File: src/rtl/program_counter_pkg.sv
// Shared types for the program counter: FSM states, active-low JK cell
// encodings and the per-bit load decode helper.
package program_counter_pkg;

    typedef enum logic {
        RUN  = 1'b0,
        HALT = 1'b1
    } pc_state_e;

    // {j, k}, both active low
    typedef logic [1:0] jk_t;

    localparam jk_t JK_TOGGLE = 2'b00;
    localparam jk_t JK_SET    = 2'b01;
    localparam jk_t JK_RESET  = 2'b10;
    localparam jk_t JK_HOLD   = 2'b11;

    function automatic jk_t jk_load(input logic b);
        return b ? JK_SET : JK_RESET;
    endfunction

endpackage

File: src/rtl/program_counter_jk_ff_r.sv
// JK flip-flop with active-low J/K and asynchronous active-low clear to 0.
module jk_ff_r
    import program_counter_pkg::*;
(
    input  logic clk,
    input  logic rst_n,
    input  logic j,
    input  logic k,
    output logic q
);

    always_ff @(posedge clk or negedge rst_n) begin
        if (!rst_n) begin
            q <= 1'b0;
        end else begin
            unique case ({j, k})
                JK_TOGGLE: q <= ~q;
                JK_SET:    q <= 1'b1;
                JK_RESET:  q <= 1'b0;
                default:   q <= q;
            endcase
        end
    end

endmodule

File: src/rtl/program_counter.sv
// Program counter built from JK cells: RUN/HALT FSM, per-bit J/K decode
// with a synchronous carry chain, and a registered wrap pulse.
module program_counter
    import program_counter_pkg::*;
#(
    parameter int WIDTH = 8
) (
    input  logic             clk,
    input  logic             rst_n,
    input  logic             inc_en,
    input  logic             load,
    input  logic [WIDTH-1:0] load_val,
    input  logic             clr,
    input  logic             halt,
    output logic [WIDTH-1:0] pc,
    output logic             wrap,
    output logic             halted
);

    pc_state_e              state, state_nxt;
    logic                   run;
    logic                   inc_op;
    logic                   wrap_d;
    jk_t       [WIDTH-1:0]  jk;

    assign run    = (state == RUN);
    assign halted = (state == HALT);

    // An increment only counts when nothing of higher priority claims the cycle.
    assign inc_op = !clr && run && !load && inc_en;
    assign wrap_d = inc_op && (&pc);

    always_comb begin
        logic carry;
        jk    = '{default: JK_HOLD};
        carry = 1'b1;
        for (int i = 0; i < WIDTH; i++) begin
            if (clr)
                jk[i] = JK_RESET;
            else if (run && load)
                jk[i] = jk_load(load_val[i]);
            else if (inc_op && carry)
                jk[i] = JK_TOGGLE;
            carry = carry & pc[i];
        end
    end

    for (genvar i = 0; i < WIDTH; i++) begin : g_bit
        jk_ff_r u_bit (
            .clk   (clk),
            .rst_n (rst_n),
            .j     (jk[i][1]),
            .k     (jk[i][0]),
            .q     (pc[i])
        );
    end

    always_comb begin
        state_nxt = state;
        if (clr)
            state_nxt = RUN;
        else if (run && halt)
            state_nxt = HALT;
    end

    always_ff @(posedge clk or negedge rst_n) begin
        if (!rst_n) begin
            state <= RUN;
            wrap  <= 1'b0;
        end else begin
            state <= state_nxt;
            wrap  <= wrap_d;
        end
    end

endmodule

File: config.mk
export PLATFORM = sky130hd
export DESIGN_NAME = program_counter
export DESIGN_NICKNAME = d
export VERILOG_FILES = /design/src/rtl/program_counter_pkg.sv /design/src/rtl/program_counter_jk_ff_r.sv /design/src/rtl/program_counter.sv
export SDC_FILE = /design/constraint.sdc
export NUM_CORES = 1
export LEC_CHECK = 0
export CORE_UTILIZATION = 54
export CTS_BUF_LIST = sky130_fd_sc_hd__clkbuf_4 sky130_fd_sc_hd__clkbuf_8 sky130_fd_sc_hd__clkbuf_16
export CTS_CLUSTER_SIZE = 14
export DETAILED_ROUTE_END_ITERATION = 8
export PLACE_DENSITY = 0.9
export SLEW_MARGIN = 10
export SYNTH_ARGS = -nofsm -noshare
export SYNTH_HDL_FRONTEND = slang
export SYNTH_SLANG_ARGS = --single-unit
File: constraint.sdc
create_clock -name clk -period 6 [get_ports clk]
set_input_delay 0.9 -clock clk [delete_from_list [all_inputs] [get_ports clk]]
set_output_delay 0.9 -clock clk [all_outputs]
set_load 0.01 [all_outputs]
* Word level (Yosys, flattened, before mapping)
Cells that the tools add are included.
** Operators by class
- Add/sub/neg operators :: 0
- Multiply operators :: 0
- Divide/modulo/power cells :: 0
- $lt $le $gt $ge :: 0
- Equality and inequality tests :: 16
- Shift-type cells :: 0
- Multiplexer cells :: 42
- Bitwise gates (word level) :: 15
- Reduce and logical (&&, ||, !) cells :: 33
** Operator list (number)
- $mux W2 :: 32
- $pmux W1 S3 :: 8
- $reduce_bool A3 Y1 :: 8
- $eq A2 B1 Y1 const B :: 8
- $eq A2 B2 Y1 const B :: 8
- $logic_not A2 Y1 :: 8
- $logic_and A1 B1 Y1 :: 13
- $not A1 Y1 :: 9
- $reduce_and A8 Y1 :: 1
- $and A1 B1 Y1 :: 6
- $logic_not A1 Y1 :: 2
- $mux W1 :: 2
- $reduce_bool A2 Y1 :: 1
** Word-level totals
- Register bits after elaboration :: 10
- Latch bits :: 0
- Bits in writable memories :: 0
- Bits in read-only memories :: 0
- Input bits :: 14
- Output and inout port bits :: 10
- Word-level logic and storage cells :: 116
- Memories kept :: 0

* Longest topological paths before layout
Gate-level depths: netlist of the first run.
- Word-level depth :: 12
- Mapped depth :: 7

* Modules after synthesis
From an unflattened synthesis of the first run, not the netlist that was laid out.
** Unflattened totals
- Cell total of the unflattened synthesis :: 110
- Area total of the unflattened synthesis :: 945.9 um2
** Modules (own cells, without submodules)
- jk_ff_r :: times used 8, cells each 7, area an instance 75.1 um2, sequential area each 25.0 um2
- program_counter :: times used 1, cells each 54, area an instance 345.3 um2, sequential area each 50.0 um2

* Least setup slack after synthesis of the first run
No wires, ideal clock.
- Path type :: input to register
- Start :: in clr
- End :: reg g_bit[7].u_bit.q
- Library setup time :: 0.094 ns
- Arrival :: 2.472 ns
- Data required time :: 5.906 ns
- Path slack :: 3.434 ns
- Cell stages on the path :: 6
- Path through :: or4b_4 -> nor3_4 -> a21oi_1 -> ha_1 -> nor3b_1 -> a211oi_1
** Between the ends
- Cells in the longest elaborated chain, start to end :: 10
- Elaborated cells on any way between the ends :: 13
- Classes of those cells :: 2 x eq/ne; 4 x mux; 7 x reduce/logical
** Ends and longest elaborated chain
- start: declaration :: line program_counter.sv:13 : input logic clr,
- $logic_not A1 Y1 :: line program_counter.sv:30 : assign inc_op = !clr && run && !load && inc_en;
- $logic_and A1 B1 Y1 (3 in series) :: line program_counter.sv:30
- $logic_and A1 B1 Y1 :: line program_counter.sv:42 : else if (inc_op && carry)
- $mux W2 :: line program_counter.sv:42
- $mux W2 :: line program_counter.sv:40 : else if (run && load)
- $mux W2 * :: line program_counter.sv:38 : if (clr)
- $eq A2 B2 Y1 (tied with other cells) :: line program_counter_jk_ff_r.sv:16 : unique case ({j, k})
- $pmux W1 S3 or $reduce_bool A3 Y1 (tied branches)
- end signal: assignment :: line program_counter_jk_ff_r.sv:17 : JK_TOGGLE: q <= ~q;
- end signal: assignment :: line program_counter_jk_ff_r.sv:20 : default: q <= q;
- end: declaration :: line program_counter_jk_ff_r.sv:9 : output logic q
Every way passes the cells marked *; elsewhere a longest branch is shown, timed or not.
A chain may end at the register's enable or synchronous reset.

* Worst setup path after layout of the first run
- Start :: in clr
- End :: reg g_bit[6].u_bit.q
** Between the ends
- Cells in the longest elaborated chain, start to end :: 10
- Elaborated cells on any way between the ends :: 13
- Classes of those cells :: 2 x eq/ne; 4 x mux; 7 x reduce/logical
** Ends and longest elaborated chain (line)
- $logic_not A1 Y1 :: program_counter.sv:30
- $logic_and A1 B1 Y1 (3 in series) :: program_counter.sv:30
- $logic_and A1 B1 Y1 :: program_counter.sv:42
- $mux W2 :: program_counter.sv:42
- $mux W2 :: program_counter.sv:40
- $mux W2 * :: program_counter.sv:38
- $eq A2 B2 Y1 (tied with other cells) :: program_counter_jk_ff_r.sv:16
- $pmux W1 S3 or $reduce_bool A3 Y1 (tied branches)
- end signal: assignment :: program_counter_jk_ff_r.sv:17
- end signal: assignment :: program_counter_jk_ff_r.sv:20
- end: declaration :: program_counter_jk_ff_r.sv:9
Marks and branches as above.

==> flow_summary.json, run 1 <==
{
  "dp_slack_ns": 2.58,
  "synth_top_cells_by_count": "nor2_1, ha_1, a21oi_1, dfrtp_1, buf_4",
  "numCtsBuffers": 3,
  "diodes": 0,
  "netlist_area_mm2": 0.00108,
  "status": "finished, final reports clean",
  "place_congestion": 0.764,
  "crit_start": "clr",
  "synth_enable_flop_cells": 0,
  "crit_type": "in2reg",
  "worst_slack_ns": 2.89,
  "fin_cells": 169,
  "r2r-start": "halted$_DFFE_PN0P_",
  "async_reset_ff_frac": 1.00,
  "drtIter0Drc": 26,
  "crit_chain": "clkdlybuf4s50_1, or4b_4, nor3_4, nor2_1, ha_1, nor3b_1, a211oi_1",
  "yosys_warnings": 0,
  "postPlaceCellArea_mm2": 0.00126,
  "required_ns": 6.17,
  "route.detailed.drc": 0,
  "grt_pass1_vias": 854,
  "slowest_delay_ns": 0.67,
  "setup_viol": 0,
  "leakage_nw": 0.592,
  "die_width_um": 46.8,
  "synth.top_cell.area_share": 0.231,
  "wl_per_cell_um": 13.4,
  "rows": 15,
  "vdd_drop_max_uv": 120,
  "clockBufferDepth": 2,
  "grtUsageTotal": 0.234,
  "worstSkewPairLatency_ns": 0.27,
  "cts_tree": "done",
  "avgViaCountPerCell": 5.75,
  "avgSynthCellArea_um2": 8.47,
  "synth.top_cells.by_area": "dfrtp_1, ha_1, nor2_1, buf_4, a211oi_1",
  "slowest_stage": "or4b_4",
  "min_from": "g_bit[7].u_bit.q$_DFFE_PN0P_",
  "synth_largest_area_cell": "dfrtp_1",
  "grt_max_degree": 14,
  "routed_wl_mm": 2.27,
  "final_antenna_net_count": 0,
  "port_buffers": 23,
  "core_mm2": 0.00180,
  "io_pins": 24,
  "grt_first_pass_wirelength_mm": 3.60,
  "route.met3.wl_um": 102,
  "maxCapViolations": 0,
  "dp_hpwl_mm": 1.76,
  "final_layout_size_suffix_gt1_frac": 0.0972,
  "drt_pass1_iterations": 4,
  "n_fill_cell": 149,
  "synth_cell_types": 30,
  "drv_slew": 0,
  "routed.top_layer": "met4",
  "synth-seq-cells": 10,
  "synthFlopType": "dfrtp_1",
  "period_minus_slack_ns": 3.11,
  "min_path_type": "reg2reg",
  "hold_buffers": 0,
  "cts-root-buf": "clkbuf_4",
  "worst_pin_slew_ns": 0.488,
  "power_density_mw_per_mm2": 199,
  "synth_fp_nets": 158,
  "fmax_ghz": 0.321,
  "wl_met1_mm": 1.02,
  "wl_met2_mm": 1.10,
  "fin_tns_setup_ns": 0,
  "min_period_over_period": 0.519,
  "cts_resized": 0,
  "cp-start-kind": "input pin",
  "die_y_um": 46.8,
  "synth_cells": 128,
  "vias": 971,
  "rsz0062_at_grt": "false",
  "stdcell_area_mm2": 0.00129,
  "path_clk_slew_ns": 0.08,
  "ys_seq_area_frac": 0.231,
  "overflow": 0,
  "skew_ns": 0.00199,
  "placedCellCount": 165,
  "die_area_mm2": 0.00219,
  "final_core_util": 0.719,
  "hold_viol": 0,
  "slew_headroom": 0.674,
  "worstPathArrival_ns": 3.29,
  "yosysMostFrequentCell": "nor2_1",
  "postCtsSetupBuffers": 0,
  "antenna_found_initial": 0,
  "htreeDepth": 1,
  "cts.sinks": 10,
  "area_growth_pct": 19.5,
  "nets": 175,
  "crit_fanout": 13,
  "end_kind": "flop",
  "start_util": 0.601
}
-- kinds of logic (layout without fill, tap and decap cells) --
family | after synthesis | count (layout) | synth area share
multiplexers | 1 | 1 | 0.00924
AO/OA/AOI/OAI | 33 | 33 | 0.199
flip-flops | 10 | 10 | 0.231
buffers and inverters | 15 | 31 | 0.0935
adder cells (fa/ha/maj) | 16 | 16 | 0.185
AND/OR/NAND/NOR | 53 | 53 | 0.283
-- cell usage in the layout, fill, tap and decap left out, types with 2 or more instances in the layout --
| cell type | n |
|---|---|
| clkdlybuf4s50_1 | 23 |
| nor2_1 | 17 |
| ha_1 | 16 |
| a21oi_1 | 10 |
| dfrtp_1 | 10 |
| nand2_1 | 7 |
| nor3b_1 | 7 |
| nor2b_1 | 7 |
| a211oi_1 | 7 |
| o21ai_0 | 6 |
| a21o_1 | 5 |
| inv_1 | 4 |
| and3_1 | 3 |
| clkbuf_4 | 3 |
| or2_2 | 2 |
| a21o_2 | 2 |
| nand2b_1 | 2 |
-- state kept, by name, indices dropped and copies added (netlist names) --
register / cells
g_bit.u_bit.q: 8
halted: 1
wrap: 1
-- routing by layer --
layer,vias up,GRT usage
met5,-,0
met2,29,0.381
met3,8,0.0500
met1,453,0.292
li1,481,-
met4,0,0.114
-- through the flow --
| stage | total power [W] | hold slack [ns] |
|---|---|---|
| global placement | 0.000188 | 0.500 |
| finish | 0.000258 | 0.506 |
| detailed placement | 0.000194 | 0.495 |
| global route | 0.000274 | 0.516 |
| floorplan | 0.000164 | 0.463 |
| CTS | 0.000259 | 0.505 |
-- layout make-up --
cell class              instances  area (um2)  area share
multi-input cells             103         732       0.565
flip-flops and latches         10         250       0.193
repair buffers                 23         230       0.178
clock buffers                   4        36.3      0.0280
well taps                      25        31.3      0.0242
inverters                       4        15.0      0.0116
-- worst paths after layout --
| path | end | slack [ns] | depth (start not counted) |
|---|---|---|---|
| worst min-delay path | g_bit[7].u_bit.q$_DFFE_PN0P_ | 0.51 | 1 |
| worst max register to register | g_bit[6].u_bit.q$_DFFE_PN0P_ | 3.71 | 6 |
| worst max-delay path | g_bit[6].u_bit.q$_DFFE_PN0P_ | 2.89 | 7 |
| max in group asynchronous | g_bit[0].u_bit.q$_DFFE_PN0P_ | 4.72 | 1 |
| min in group asynchronous | g_bit[4].u_bit.q$_DFFE_PN0P_ | 0.95 | 1 |
| worst min register to register | g_bit[7].u_bit.q$_DFFE_PN0P_ | 0.51 | 1 |
-- critical path: cells and delay by family --
kind / cells / cell delay [ns]
AND/OR/NAND/NOR: 4 / 1.21
buffers and inverters: 1 / 0.61
adder cells (fa/ha/maj): 1 / 0.32
AO/OA/AOI/OAI: 1 / 0.24
-- report_power, final --
| group | total [W] | internal [W] | leakage (nW) | switching [W] |
|---|---|---|---|---|
| combinational | 0.0000960 | 0.0000531 | 0.449 | 0.0000429 |
| sequential | 0.0000974 | 0.0000793 | 0.122 | 0.0000181 |
| clock | 0.0000643 | 0.0000368 | 0.0210 | 0.0000275 |
Note: power is estimated with default switching activity, not from simulation.
==> inputs of run 2 (changes only) <==
--- a/config.mk
+++ b/config.mk
@@ -5,11 +5,11 @@
 export SDC_FILE = /design/constraint.sdc
 export NUM_CORES = 1
 export LEC_CHECK = 0
-export CORE_UTILIZATION = 54
+export CORE_UTILIZATION = 50
 export CTS_BUF_LIST = sky130_fd_sc_hd__clkbuf_4 sky130_fd_sc_hd__clkbuf_8 sky130_fd_sc_hd__clkbuf_16
 export CTS_CLUSTER_SIZE = 14
 export DETAILED_ROUTE_END_ITERATION = 8
-export PLACE_DENSITY = 0.9
+export PLACE_DENSITY = 0.84
 export SLEW_MARGIN = 10
 export SYNTH_ARGS = -nofsm -noshare
 export SYNTH_HDL_FRONTEND = slang
==> constraint.sdc (replaced) <==
create_clock -name clk -period 3.26 [get_ports clk]
set_input_delay 0.489 -clock clk [delete_from_list [all_inputs] [get_ports clk]]
set_output_delay 0.489 -clock clk [all_outputs]
set_load 0.01 [all_outputs]
==> run 2 against run 1 <==
  * Flip-flop and latch count did not move
  * Worst setup slack worse by 2.2 ns
  * Die area is 7.6% higher
  * Register-to-register slack lost 2.7 ns
  * Global-route usage is 3.4 points lower
  * Non-clock buffer count is 1 higher
  * Critical path type unchanged
  * Largest power group unchanged
==> flow_summary.json, run 2 (synthesis gave the netlist of run 1 again) <==
{
  "end_kind": "flop",
  "combPwrFrac": 0.375,
  "layout_commonest_cell": "clkdlybuf4s50_1",
  "avgViaCountPerCell": 5.43,
  "critical_path_buf_inv_count": 1,
  "setup_viol": 0,
  "power_density_mw_per_mm2": 358,
  "n_fill_cell": 176,
  "maxCapViolations": 0,
  "cts.sinks": 10,
  "final_layout_size_suffix_gt1_frac": 0.103,
  "p_sw_frac": 0.332,
  "die_area_mm2": 0.00236,
  "dp_hpwl_mm": 1.68,
  "rows": 16,
  "fmax_ghz": 0.387,
  "pwr-share-seq": 0.383,
  "fin_tns_setup_ns": 0,
  "cp-start-kind": "input pin",
  "wl_per_cell_um": 11.9,
  "timing.hold.ws_ns": 0.515,
  "postCtsSetupBuffers": 0,
  "crit_fanout": 11,
  "p_switching_w": 0.000155,
  "slew_headroom": 0.686,
  "regMostFlops": "g_bit.u_bit.q",
  "min_path_type": "reg2reg",
  "vdd_drop_max_uv": 309,
  "required_ns": 3.44,
  "intPower_w": 0.000312,
  "worst_slack_ns": 0.674,
  "skew_ns": 0.000707,
  "grt_max_degree": 13,
  "worst_pin_slew_ns": 0.469,
  "dp_slack_ns": 0.417,
  "crit_type": "in2reg",
  "vias": 934,
  "slowest_stage": "or4b_4",
  "grt_first_pass_wirelength_mm": 3.62,
  "numCtsBuffers": 3,
  "total_power_w": 0.000467,
  "drtIter0Drc": 9,
  "clockBufferDepth": 2,
  "largest_reg_flops": 8,
  "hold_viol": 0,
  "overflow": 0,
  "rrSetupSlack_ns": 0.97,
  "place_congestion": 0.815,
  "nets": 176,
  "cts-root-buf": "clkbuf_4",
  "rsz0062_at_grt": "false",
  "min_period_over_period": 0.793,
  "cts_resized": 0,
  "cts_tree": "done",
  "area_growth_pct": 20.4,
  "die_width_um": 48.6,
  "start_util": 0.541,
  "route.detailed.drc": 0,
  "io_pins": 24,
  "path_clk_slew_ns": 0.07,
  "core_mm2": 0.00200,
  "crit_family": "simple AND/OR/NAND/NOR gates",
  "worstSkewPairLatency_ns": 0.27,
  "final_antenna_net_count": 0,
  "diodes": 0,
  "slowest_delay_ns": 0.60,
  "layout_common_cells": "clkdlybuf4s50_1, nor2_1, ha_1, a21oi_1, dfrtp_1",
  "htreeDepth": 1,
  "period_minus_slack_ns": 2.59,
  "drt_pass1_iterations": 4,
  "grt_pass1_vias": 878,
  "leakage_nw": 0.597,
  "grtUsageTotal": 0.200,
  "port_buffers": 23,
  "die_y_um": 48.6,
  "routed_wl_mm": 2.06,
  "pwr-share-clk": 0.242,
  "worstPathArrival_ns": 2.76,
  "drv_slew": 0,
  "hold_buffers": 0,
  "status": "finished, final reports clean",
  "crit_chain": "clkdlybuf4s50_1, or4b_4, nor2_1, a21oi_1, ha_1, nor3b_1, a211oi_1",
  "antenna_found_initial": 0
}
==> run 2: worst paths after layout <==
check | start | end | depth (start not counted)
min in group asynchronous | rst_n | g_bit[7].u_bit.q$_DFFE_PN0P_ | 1
worst min-delay path | g_bit[7].u_bit.q$_DFFE_PN0P_ | g_bit[7].u_bit.q$_DFFE_PN0P_ | 1
worst min register to register | g_bit[7].u_bit.q$_DFFE_PN0P_ | g_bit[7].u_bit.q$_DFFE_PN0P_ | 1
worst max register to register | halted$_DFFE_PN0P_ | g_bit[5].u_bit.q$_DFFE_PN0P_ | 6
max in group asynchronous | rst_n | g_bit[2].u_bit.q$_DFFE_PN0P_ | 1
worst max-delay path | load | g_bit[5].u_bit.q$_DFFE_PN0P_ | 7
==> run 2: layout make-up <==
type	count	area, um2	area share
multi-input cells	103	732	0.561
flip-flops and latches	10	250	0.192
repair buffers	24	238	0.182
clock buffers	4	36.3	0.0278
well taps	27	33.8	0.0259
inverters	4	15.0	0.0115
==> run 2: power groups by stage <==
stage / Combinational [W] / Sequential, W / Clock [W]
final: 0.000175 / 0.000179 / 0.000113
after global routing: 0.000196 / 0.000185 / 0.000124
after CTS: 0.000177 / 0.000179 / 0.000115
after detailed placement: 0.000176 / 0.000182 / 0
after global placement: 0.000169 / 0.000179 / 0
after floorplan: 0.000130 / 0.000171 / 0
==> run 2: layer usage <==
metal / track usage / share of wire / vias up
met5: 0 / 0 / -
met4: 0.0490 / 0.010 / 0
met3: 0.0660 / 0.037 / 4
met2: 0.364 / 0.50 / 20
met1: 0.222 / 0.45 / 432
li1: - / - / 478
==> run 2: metrics by stage <==
step           instance area (um2)  std cells  utilization
3_3_place_gp                  1270        168        0.634
3_5_place_dp                  1270        168        0.634
6_report                      1310        172        0.652
2_1_floorplan                 1080        128            -
5_1_grt                       1310        172        0.652
4_1_cts                       1310        172        0.652
==> inputs of run 3 (changes only) <==
==> constraint.sdc (replaced) <==
create_clock -name clk -period 2.4 [get_ports clk]
set_input_delay 0.36 -clock clk [delete_from_list [all_inputs] [get_ports clk]]
set_output_delay 0.36 -clock clk [all_outputs]
set_load 0.01 [all_outputs]
==> run 3 against run 2 <==
  * Critical path depth stayed put
  * Via count is 3.5% higher
  * First-iteration DRC count is 33% higher
  * Final area is 5.2% higher
  * Critical path type unchanged
  * Largest power group is now combinational cells
==> flow_summary.json, run 3 (synthesis gave the netlist of run 1 again) <==
{
  "status": "finished, final reports clean",
  "crit_fanout": 4,
  "numCtsBuffers": 3,
  "drt_pass1_iterations": 4,
  "overflow": 0,
  "postPlaceCellArea_mm2": 0.00134,
  "crit_type": "in2reg",
  "vdd_drop_max_uv": 390,
  "timing.hold.ws_ns": 0.429,
  "start_util": 0.541,
  "worst_pin_slew_ns": 0.517,
  "cts.sinks": 10,
  "worst_slack_ns": 0.122,
  "cts-root-buf": "clkbuf_4",
  "min_path_type": "in2async",
  "slew_headroom": 0.655,
  "leakage_nw": 0.640,
  "route.detailed.drc": 0,
  "avgViaCountPerCell": 5.34,
  "htreeDepth": 1,
  "grt_pass1_vias": 920,
  "die_y_um": 48.6,
  "wl_per_cell_um": 12.0,
  "total_power_w": 0.000646,
  "min_period_over_period": 0.949,
  "hold_viol": 0,
  "rows": 16,
  "worstPathArrival_ns": 2.46,
  "cp-start-kind": "input pin",
  "hold_buffers": 0,
  "drtIter0Drc": 12,
  "nets": 185,
  "place_congestion": 0.776,
  "drv_slew": 0,
  "routed_wl_mm": 2.18,
  "rsz0062_at_grt": "false",
  "layout_common_cells": "clkdlybuf4s50_1, nor2_1, ha_1",
  "stdcell_area_mm2": 0.00137,
  "fmax_ghz": 0.439,
  "grt_max_degree": 13,
  "io_pins": 24,
  "die_area_mm2": 0.00236,
  "dp_slack_ns": -0.169,
  "grt_first_pass_wirelength_mm": 3.80,
  "diodes": 0,
  "path_clk_slew_ns": 0.07,
  "dp_hpwl_mm": 1.75,
  "largest_reg_flops": 8,
  "vias": 967,
  "power_density_mw_per_mm2": 471,
  "n_fill_cell": 169,
  "required_ns": 2.58,
  "skew_ns": 0.00189,
  "clockBufferDepth": 2,
  "postCtsSetupBuffers": 0,
  "period_minus_slack_ns": 2.28,
  "grtUsageTotal": 0.208,
  "port_buffers": 23,
  "final_antenna_net_count": 0,
  "area_growth_pct": 26.7,
  "cts_tree": "done",
  "maxCapViolations": 0,
  "end_kind": "flop",
  "core_mm2": 0.00200,
  "worstSkewPairLatency_ns": 0.27,
  "regMostFlops": "g_bit.u_bit.q",
  "setup_viol": 0,
  "antenna_found_initial": 0,
  "die_width_um": 48.6,
  "layout_commonest_cell": "clkdlybuf4s50_1",
  "cts_resized": 0,
  "final_layout_size_suffix_gt1_frac": 0.156
}
## run 3: changes by cell type in the layout (fill, tap and decap cells not counted), sizes merged
cell	previous run	this run
buf	1	10
## run 3: power by group
group	internal (W)	leakage, nW	total (W)	switching [W]
Clock	0.0000922	0.0210	0.000153	0.0000605
Combinational	0.000143	0.497	0.000253	0.000110
Sequential	0.000198	0.122	0.000240	0.0000414
Total	0.000434	0.640	0.000646	0.000212
## run 3: critical path: stages
cell	delay, ns
clkdlybuf4s50_1	0.44
or4b_4	0.59
or2_1	0.26
a21o_1	0.17
ha_1	0.28
nor3b_1	0.14
a211oi_1	0.21
## run 3: area by class of cell
| type | instances | area, um2 | share of cell area |
|---|---|---|---|
| Clock buffer | 4 | 36.3 | 0.0264 |
| Inverter | 4 | 15.0 | 0.0109 |
| Multi-Input combinational cell | 103 | 732 | 0.533 |
| Sequential cell | 10 | 250 | 0.182 |
| Tap cell | 27 | 33.8 | 0.0246 |
| Timing Repair Buffer | 33 | 305 | 0.222 |
## run 3: path summary, 6_finish.rpt
check	end	slack (ns)	depth (start not counted)	startpoint
setup reg to reg	g_bit[4].u_bit.q$_DFFE_PN0P_	0.30	6	halted$_DFFE_PN0P_
min in group clk	g_bit[7].u_bit.q$_DFFE_PN0P_	0.51	1	g_bit[7].u_bit.q$_DFFE_PN0P_
setup / recovery	g_bit[4].u_bit.q$_DFFE_PN0P_	0.12	7	clr
hold reg to reg	g_bit[7].u_bit.q$_DFFE_PN0P_	0.51	1	g_bit[7].u_bit.q$_DFFE_PN0P_
max in group asynchronous	g_bit[2].u_bit.q$_DFFE_PN0P_	1.62	1	rst_n
hold / removal	g_bit[5].u_bit.q$_DFFE_PN0P_	0.43	1	rst_n
## run 3: per-stage QoR
step                utilization  setup TNS (ns)  std cells
floorplan                     -               0        128
global placement          0.668          -0.381        177
detailed placement        0.668          -0.582        177
CTS                       0.686               0        181
global route              0.686               0        181
finish                    0.686               0        181
## run 3: per-layer routing
metal | GRT usage | up-vias | part of all wire
met2 | 0.383 | 18 | 0.49
li1 | - | 497 | -
met4 | 0.0588 | 0 | 0.011
met5 | 0 | - | 0
met1 | 0.233 | 447 | 0.46
met3 | 0.0566 | 5 | 0.039
